==> src/rtl/uart8.sv <==
// 8N1 UART: 16x-oversampled receiver with false-start rejection and framing check,
// plus a one-byte-per-request transmitter; both run from a single clock.
module uart8 #(
  parameter int CLOCK_RATE = 12000000,
  parameter int BAUD_RATE  = 9600
) (
  input  logic       clk,
  input  logic       reset,
  input  logic       rxEn,
  input  logic       rxIn,
  output logic       rxBusy,
  output logic       rxDone,
  output logic       rxErr,
  output logic [7:0] rxOut,
  input  logic       txEn,
  input  logic       txStart,
  input  logic [7:0] txIn,
  output logic       txBusy,
  output logic       txDone,
  output logic       txOut
);

  localparam int RX_DIV = CLOCK_RATE / (BAUD_RATE * 16);
  localparam int TX_DIV = CLOCK_RATE / BAUD_RATE;
  localparam int RXW    = $clog2(RX_DIV + 1);
  localparam int TXW    = $clog2(TX_DIV + 1);
  localparam logic [RXW-1:0] RX_LAST = RXW'(RX_DIV - 1);
  localparam logic [TXW-1:0] TX_LAST = TXW'(TX_DIV - 1);

  typedef enum logic [2:0] {
    RX_IDLE, RX_START, RX_DATA, RX_STOP, RX_WAIT_HIGH
  } rxState_t;

  typedef enum logic [1:0] {
    TX_IDLE, TX_START, TX_DATA, TX_STOP
  } txState_t;

  // ---------------- receiver ----------------
  logic           rxMeta;
  logic           rxSync;
  logic [RXW-1:0] tickCnt;
  logic           tick;
  rxState_t       rxState;
  logic [3:0]     sampleCnt;
  logic [2:0]     rxBitCnt;
  logic [7:0]     rxShift;

  assign tick = (tickCnt == RX_LAST);

  always_ff @(posedge clk) begin
    if (!reset) begin
      rxMeta <= 1'b1;
      rxSync <= 1'b1;
    end else begin
      rxMeta <= rxIn;
      rxSync <= rxMeta;
    end
  end

  always_ff @(posedge clk) begin
    if (!reset || tick) begin
      tickCnt <= '0;
    end else begin
      tickCnt <= tickCnt + 1'b1;
    end
  end

  always_ff @(posedge clk) begin
    if (!reset) begin
      rxState   <= RX_IDLE;
      sampleCnt <= '0;
      rxBitCnt  <= '0;
      rxShift   <= '0;
      rxBusy    <= 1'b0;
      rxDone    <= 1'b0;
      rxErr     <= 1'b0;
      rxOut     <= 8'h00;
    end else begin
      rxDone <= 1'b0;
      rxErr  <= 1'b0;
      if (!rxEn) begin
        rxState   <= RX_IDLE;
        rxBusy    <= 1'b0;
        sampleCnt <= '0;
        rxBitCnt  <= '0;
      end else if (tick) begin
        case (rxState)
          RX_IDLE: begin
            if (!rxSync) begin
              rxState   <= RX_START;
              sampleCnt <= '0;
            end
          end
          RX_START: begin
            // Mid-start-bit recheck: a line back high here was only a glitch.
            if (sampleCnt == 4'd7) begin
              sampleCnt <= '0;
              if (rxSync) begin
                rxState <= RX_IDLE;
              end else begin
                rxState  <= RX_DATA;
                rxBusy   <= 1'b1;
                rxBitCnt <= '0;
              end
            end else begin
              sampleCnt <= sampleCnt + 1'b1;
            end
          end
          RX_DATA: begin
            if (sampleCnt == 4'd15) begin
              sampleCnt <= '0;
              rxShift   <= {rxSync, rxShift[7:1]};
              rxBitCnt  <= rxBitCnt + 1'b1;
              if (rxBitCnt == 3'd7) begin
                rxState <= RX_STOP;
              end
            end else begin
              sampleCnt <= sampleCnt + 1'b1;
            end
          end
          RX_STOP: begin
            if (sampleCnt == 4'd15) begin
              sampleCnt <= '0;
              rxBusy    <= 1'b0;
              if (rxSync) begin
                rxOut   <= rxShift;
                rxDone  <= 1'b1;
                rxState <= RX_IDLE;
              end else begin
                rxErr   <= 1'b1;
                rxState <= RX_WAIT_HIGH;
              end
            end else begin
              sampleCnt <= sampleCnt + 1'b1;
            end
          end
          RX_WAIT_HIGH: begin
            // A break (line held low) must not look like a stream of start bits.
            if (rxSync) begin
              rxState <= RX_IDLE;
            end
          end
          default: begin
            rxState <= RX_IDLE;
            rxBusy  <= 1'b0;
          end
        endcase
      end
    end
  end

  // ---------------- transmitter ----------------
  txState_t       txState;
  logic [TXW-1:0] txTimer;
  logic [2:0]     txBitCnt;
  logic [7:0]     txShift;
  logic           bitEnd;

  assign bitEnd = (txTimer == TX_LAST);

  always_ff @(posedge clk) begin
    if (!reset) begin
      txState  <= TX_IDLE;
      txTimer  <= '0;
      txBitCnt <= '0;
      txShift  <= '0;
      txBusy   <= 1'b0;
      txDone   <= 1'b0;
      txOut    <= 1'b1;
    end else begin
      txDone <= 1'b0;
      if (!txEn) begin
        txState <= TX_IDLE;
        txTimer <= '0;
        txBusy  <= 1'b0;
        txOut   <= 1'b1;
      end else begin
        if (txState == TX_IDLE || bitEnd) begin
          txTimer <= '0;
        end else begin
          txTimer <= txTimer + 1'b1;
        end
        case (txState)
          TX_IDLE: begin
            if (txStart) begin
              txShift  <= txIn;
              txBusy   <= 1'b1;
              txOut    <= 1'b0;
              txBitCnt <= '0;
              txState  <= TX_START;
            end
          end
          TX_START: begin
            if (bitEnd) begin
              txOut   <= txShift[0];
              txState <= TX_DATA;
            end
          end
          TX_DATA: begin
            if (bitEnd) begin
              if (txBitCnt == 3'd7) begin
                txOut   <= 1'b1;
                txState <= TX_STOP;
              end else begin
                txOut    <= txShift[1];
                txShift  <= {1'b0, txShift[7:1]};
                txBitCnt <= txBitCnt + 1'b1;
              end
            end
          end
          TX_STOP: begin
            if (bitEnd) begin
              txBusy  <= 1'b0;
              txDone  <= 1'b1;
              txState <= TX_IDLE;
            end
          end
          default: begin
            txState <= TX_IDLE;
            txBusy  <= 1'b0;
            txOut   <= 1'b1;
          end
        endcase
      end
    end
  end

endmodule

==> config.mk <==
export PLATFORM = sky130hd
export DESIGN_NAME = uart8
export DESIGN_NICKNAME = d
export VERILOG_FILES = /design/src/rtl/uart8.sv
export SDC_FILE = /design/constraint.sdc
export NUM_CORES = 1
export LEC_CHECK = 0
export CORE_MARGIN = 8
export CORE_UTILIZATION = 30
export CTS_CLUSTER_DIAMETER = 30
export DETAILED_ROUTE_END_ITERATION = 12
export GPL_TIMING_DRIVEN = 0
export SETUP_SLACK_MARGIN = 0.02
export SLEW_MARGIN = 10
export SYNTH_ARGS = -nofsm -noshare
export SYNTH_HDL_FRONTEND = slang
export SYNTH_SLANG_ARGS = --single-unit
==> constraint.sdc <==
create_clock -name clk -period 5.5 [get_ports clk]
set_input_delay 0.55 -clock clk [delete_from_list [all_inputs] [get_ports clk]]
set_output_delay 0.55 -clock clk [all_outputs]
set_load 0.02 [all_outputs]
==> key figures <==
Run status
  – Status: complete, no violations

Timing
  – Setup TNS: 0 ns
  – Final critical-path required period: 2.26 ns
  – # setup viols final: 0
  – Worst hold slack: 0.419 ns
  – Max Fclk: 0.443 GHz
  – Slew Limit Fails: 0
  – Final period util: 41.0%
  – RSZ-0062 raised after global routing: no
  – Max_slew headroom: 61.9%
  – Clock Skew: 0.00715 ns
  – Fin. Hold Viols: 0
  – PnR worst setup slack: 3.24 ns
  – Worst Max-Slew Pin Slew: 0.567 ns

Power and ir drop
  – Peak supply drop: 0.000118 V
  – Power density over cell area: 264 mW/mm^2
  – Leakage: 1.30 nW

Placed design
  – Global placer's final weighted congestion: 0.783
  – Port bufs: 27
  – Placed cells: 467
  – Worst slack, placed: 3.13 ns
  – DP HPWL: 4.02 mm

Logic synthesis
  – Top cell type's share of synthesized area: 44.7%
  – Top FF cell, synth: dfxtp_1
  – Mapped Area: 0.00291 mm^2
  – Syn. warnings: 0
  – Net Count, Synth: 334
  – Synth Instances: 307
  – Post-synth EDFFs: 0
  – Cell accounting for the most synthesized area: dfxtp_1
  – Register area share after synthesis: 44.7%
  – Synth area leaders: dfxtp_1 45%, mux2i_1 7.6%, ha_1 5.6%
  – Most numerous cell in the Yosys netlist: dfxtp_1
  – Synth cell count leaders: 65 x dfxtp_1, 33 x nor2_1, 22 x mux2i_1, 22 x nand2_1, 20 x nor2b_1
  – Average cell area after synthesis: 9.48 um^2
  – FFs w/ async S/R, synth: 0%
  – Flops & latches, synth: 65
  – Post-synth cell types: 46

Hold path
  – Hold-critical path depth: 1
  – Hold path startpoint: rxMeta
  – Worst Hold Path EP: rxSync
  – Worst hold path class: reg -> reg

Finish
  – Fin cells: 482
  – Layout cells sized above 1: 7.74%
  – Total inserted antenna cells: 0
  – Area Growth Syn to Fin: 21.7%
  – Fin nets: 372

Critical path
  – R2r setup slk: 3.24 ns
  – RR Startpoint: txState[0]
  – Critical Path RT: 5.73 ns
  – Crit. End Element: flop
  – Crit path kind: reg -> reg
  – R2R depth: 9
  – CP startpoint kind: flop
  – Crit-path max FO: 10
  – Arrival time worst endpoint: 2.49 ns
  – Reg2reg end: txShift[3]

Detailed routing
  – 1st-iter DRT viols: 99
  – Via Count: 2,228
  – Detailed Routing Iterations Pass 1: 4
  – DRC: 0
  – WL/cell: 11.6 um
  – Antenna Nets Post-Route: 0
  – DRT Wirelength: 5.57 mm
  – Vias per inst: 4.62

Clock network
  – Clock Latency Late Sink: 0.33 ns
  – Post-cts resize count: 0
  – TritonCTS Buffers: 9
  – CTS tree: done
  – Clk slew on worst S/H paths: 0.07 ns
  – Max clock buf depth: 2
  – # hold bufs at CTS: 0
  – Root buffer cell: clkbuf_8
  – CTS H-tree lvls: 3
  – Post-CTS Setup Inserts: 0
  – Clk sinks: 65

Die
  – Die footprint: 0.0131 mm^2
  – Die Ht: 115 um
  – Initial Util: 30.3%
  – Die width: 115 um
  – CORE AREA: 0.00959 mm^2
  – I/O Pins: 28
  – Rows: 36

Global route
  – Number of global-route vias before repair: 2,107
  – First-pass GRT wire length: 9.61 mm
  – Largest net degree at the start of global routing: 11
  – All-Layer GR Usage: 9.22%
  – Grt ovf: 0
  – Initial antenna violation count: 0

Run
  – Max Cap Viol: 0
[cell type report]
type | instances | area, um^2
Clock inverter | 3 | 40.0
Clock buffer | 12 | 155
Tap cell | 133 | 166
Fill cell | 981 | 6050
Inverter | 5 | 18.8
Sequential cell | 65 | 1300
Buffer | 14 | 63.8
Timing Repair Buffer | 27 | 270
Multi-Input combinational cell | 223 | 1530
[layer usage]
metal	GRT usage (%)	up-vias	wire length [um]
met3	4.17	6	382
li1	-	1143	-
met5	0	-	0
met1	11.0	1035	2700
met4	3.73	0	70
met2	14.0	44	2420
[registers in the layout, indices dropped and copies added, names as in the netlist]
signal	cells
txTimer	11
rxOut	8
rxShift	8
txShift	8
tickCnt	7
sampleCnt	4
rxBitCnt	3
rxState	3
txBitCnt	3
txState	2
rxBusy	1
rxDone	1
rxErr	1
rxMeta	1
rxSync	1
txBusy	1
txDone	1
txOut	1
[cell families after synthesis]
group                    share of synthesized area (%)
XOR/XNOR                                          4.21
adder cells (fa/ha/maj)                           5.59
buffers and inverters                             2.84
AND/OR/NAND/NOR                                   24.1
AO/OA/AOI/OAI                                     10.7
flip-flops                                        44.7
multiplexers                                      7.95
[layout by cell type (no fill, tap or decap), drive strengths merged, types with 2 or more instances in the layout]
master	n
nor2	33
ha	13
or3b	2
nor3	7
a21oi	12
xnor2	6
nand2	22
a21boi	2
or2	3
nor4b	3
and4	2
xor2	8
and2	3
and3	3
clkinv	2
a21o	7
nor2b	20
buf	4
mux2i	22
clkdlybuf4s50	27
or3	5
nand4	4
nand2b	5
nand3	11
dfxtp	65
o21ai	5
a22o	10
clkbuf	22
inv	5
[how the worst max path moves through the flow]
stage | start | to | slack [ns] | depth (start not counted)
after floorplan | txState[0] | txShift[0] | 3.44 | 9
final | txState[0] | txShift[3] | 3.24 | 9
after global routing | txState[0] | txShift[7] | 3.02 | 8
after global placement | txStart | txBitCnt[1] | 3.16 | 6
after CTS | txState[0] | txShift[3] | 3.24 | 9
after detailed placement | txStart | txShift[3] | 3.13 | 7
[metrics by stage]
step | utilization [%] | power, mW | instance area, um^2
final | 36.9 | 0.935 | 3540
after global routing | 36.9 | 0.981 | 3540
after detailed placement | 34.9 | 0.548 | 3350
after global placement | 34.9 | 0.548 | 3350
after CTS | 36.9 | 0.953 | 3540
after floorplan | - | 0.527 | 2910
[power breakdown]
group,total [mW],switching (mW),leakage (nW),internal [mW]
combinational,0.0517,0.0246,0.668,0.0271
clock,0.397,0.167,0.102,0.230
sequential,0.486,0.00638,0.526,0.479
total,0.935,0.198,1.30,0.736
[critical path, stage by stage, from the launching register on]
cell and delay (ns):
dfxtp_1 0.38, inv_1 0.08, ha_1 0.19, clkbuf_1 0.19, or2_2 0.34, and4b_1 0.20, and4_1 0.19, buf_2 0.18
a22o_1 0.25, a21o_1 0.15
No activity file was read; power rests on OpenSTA's default activity.
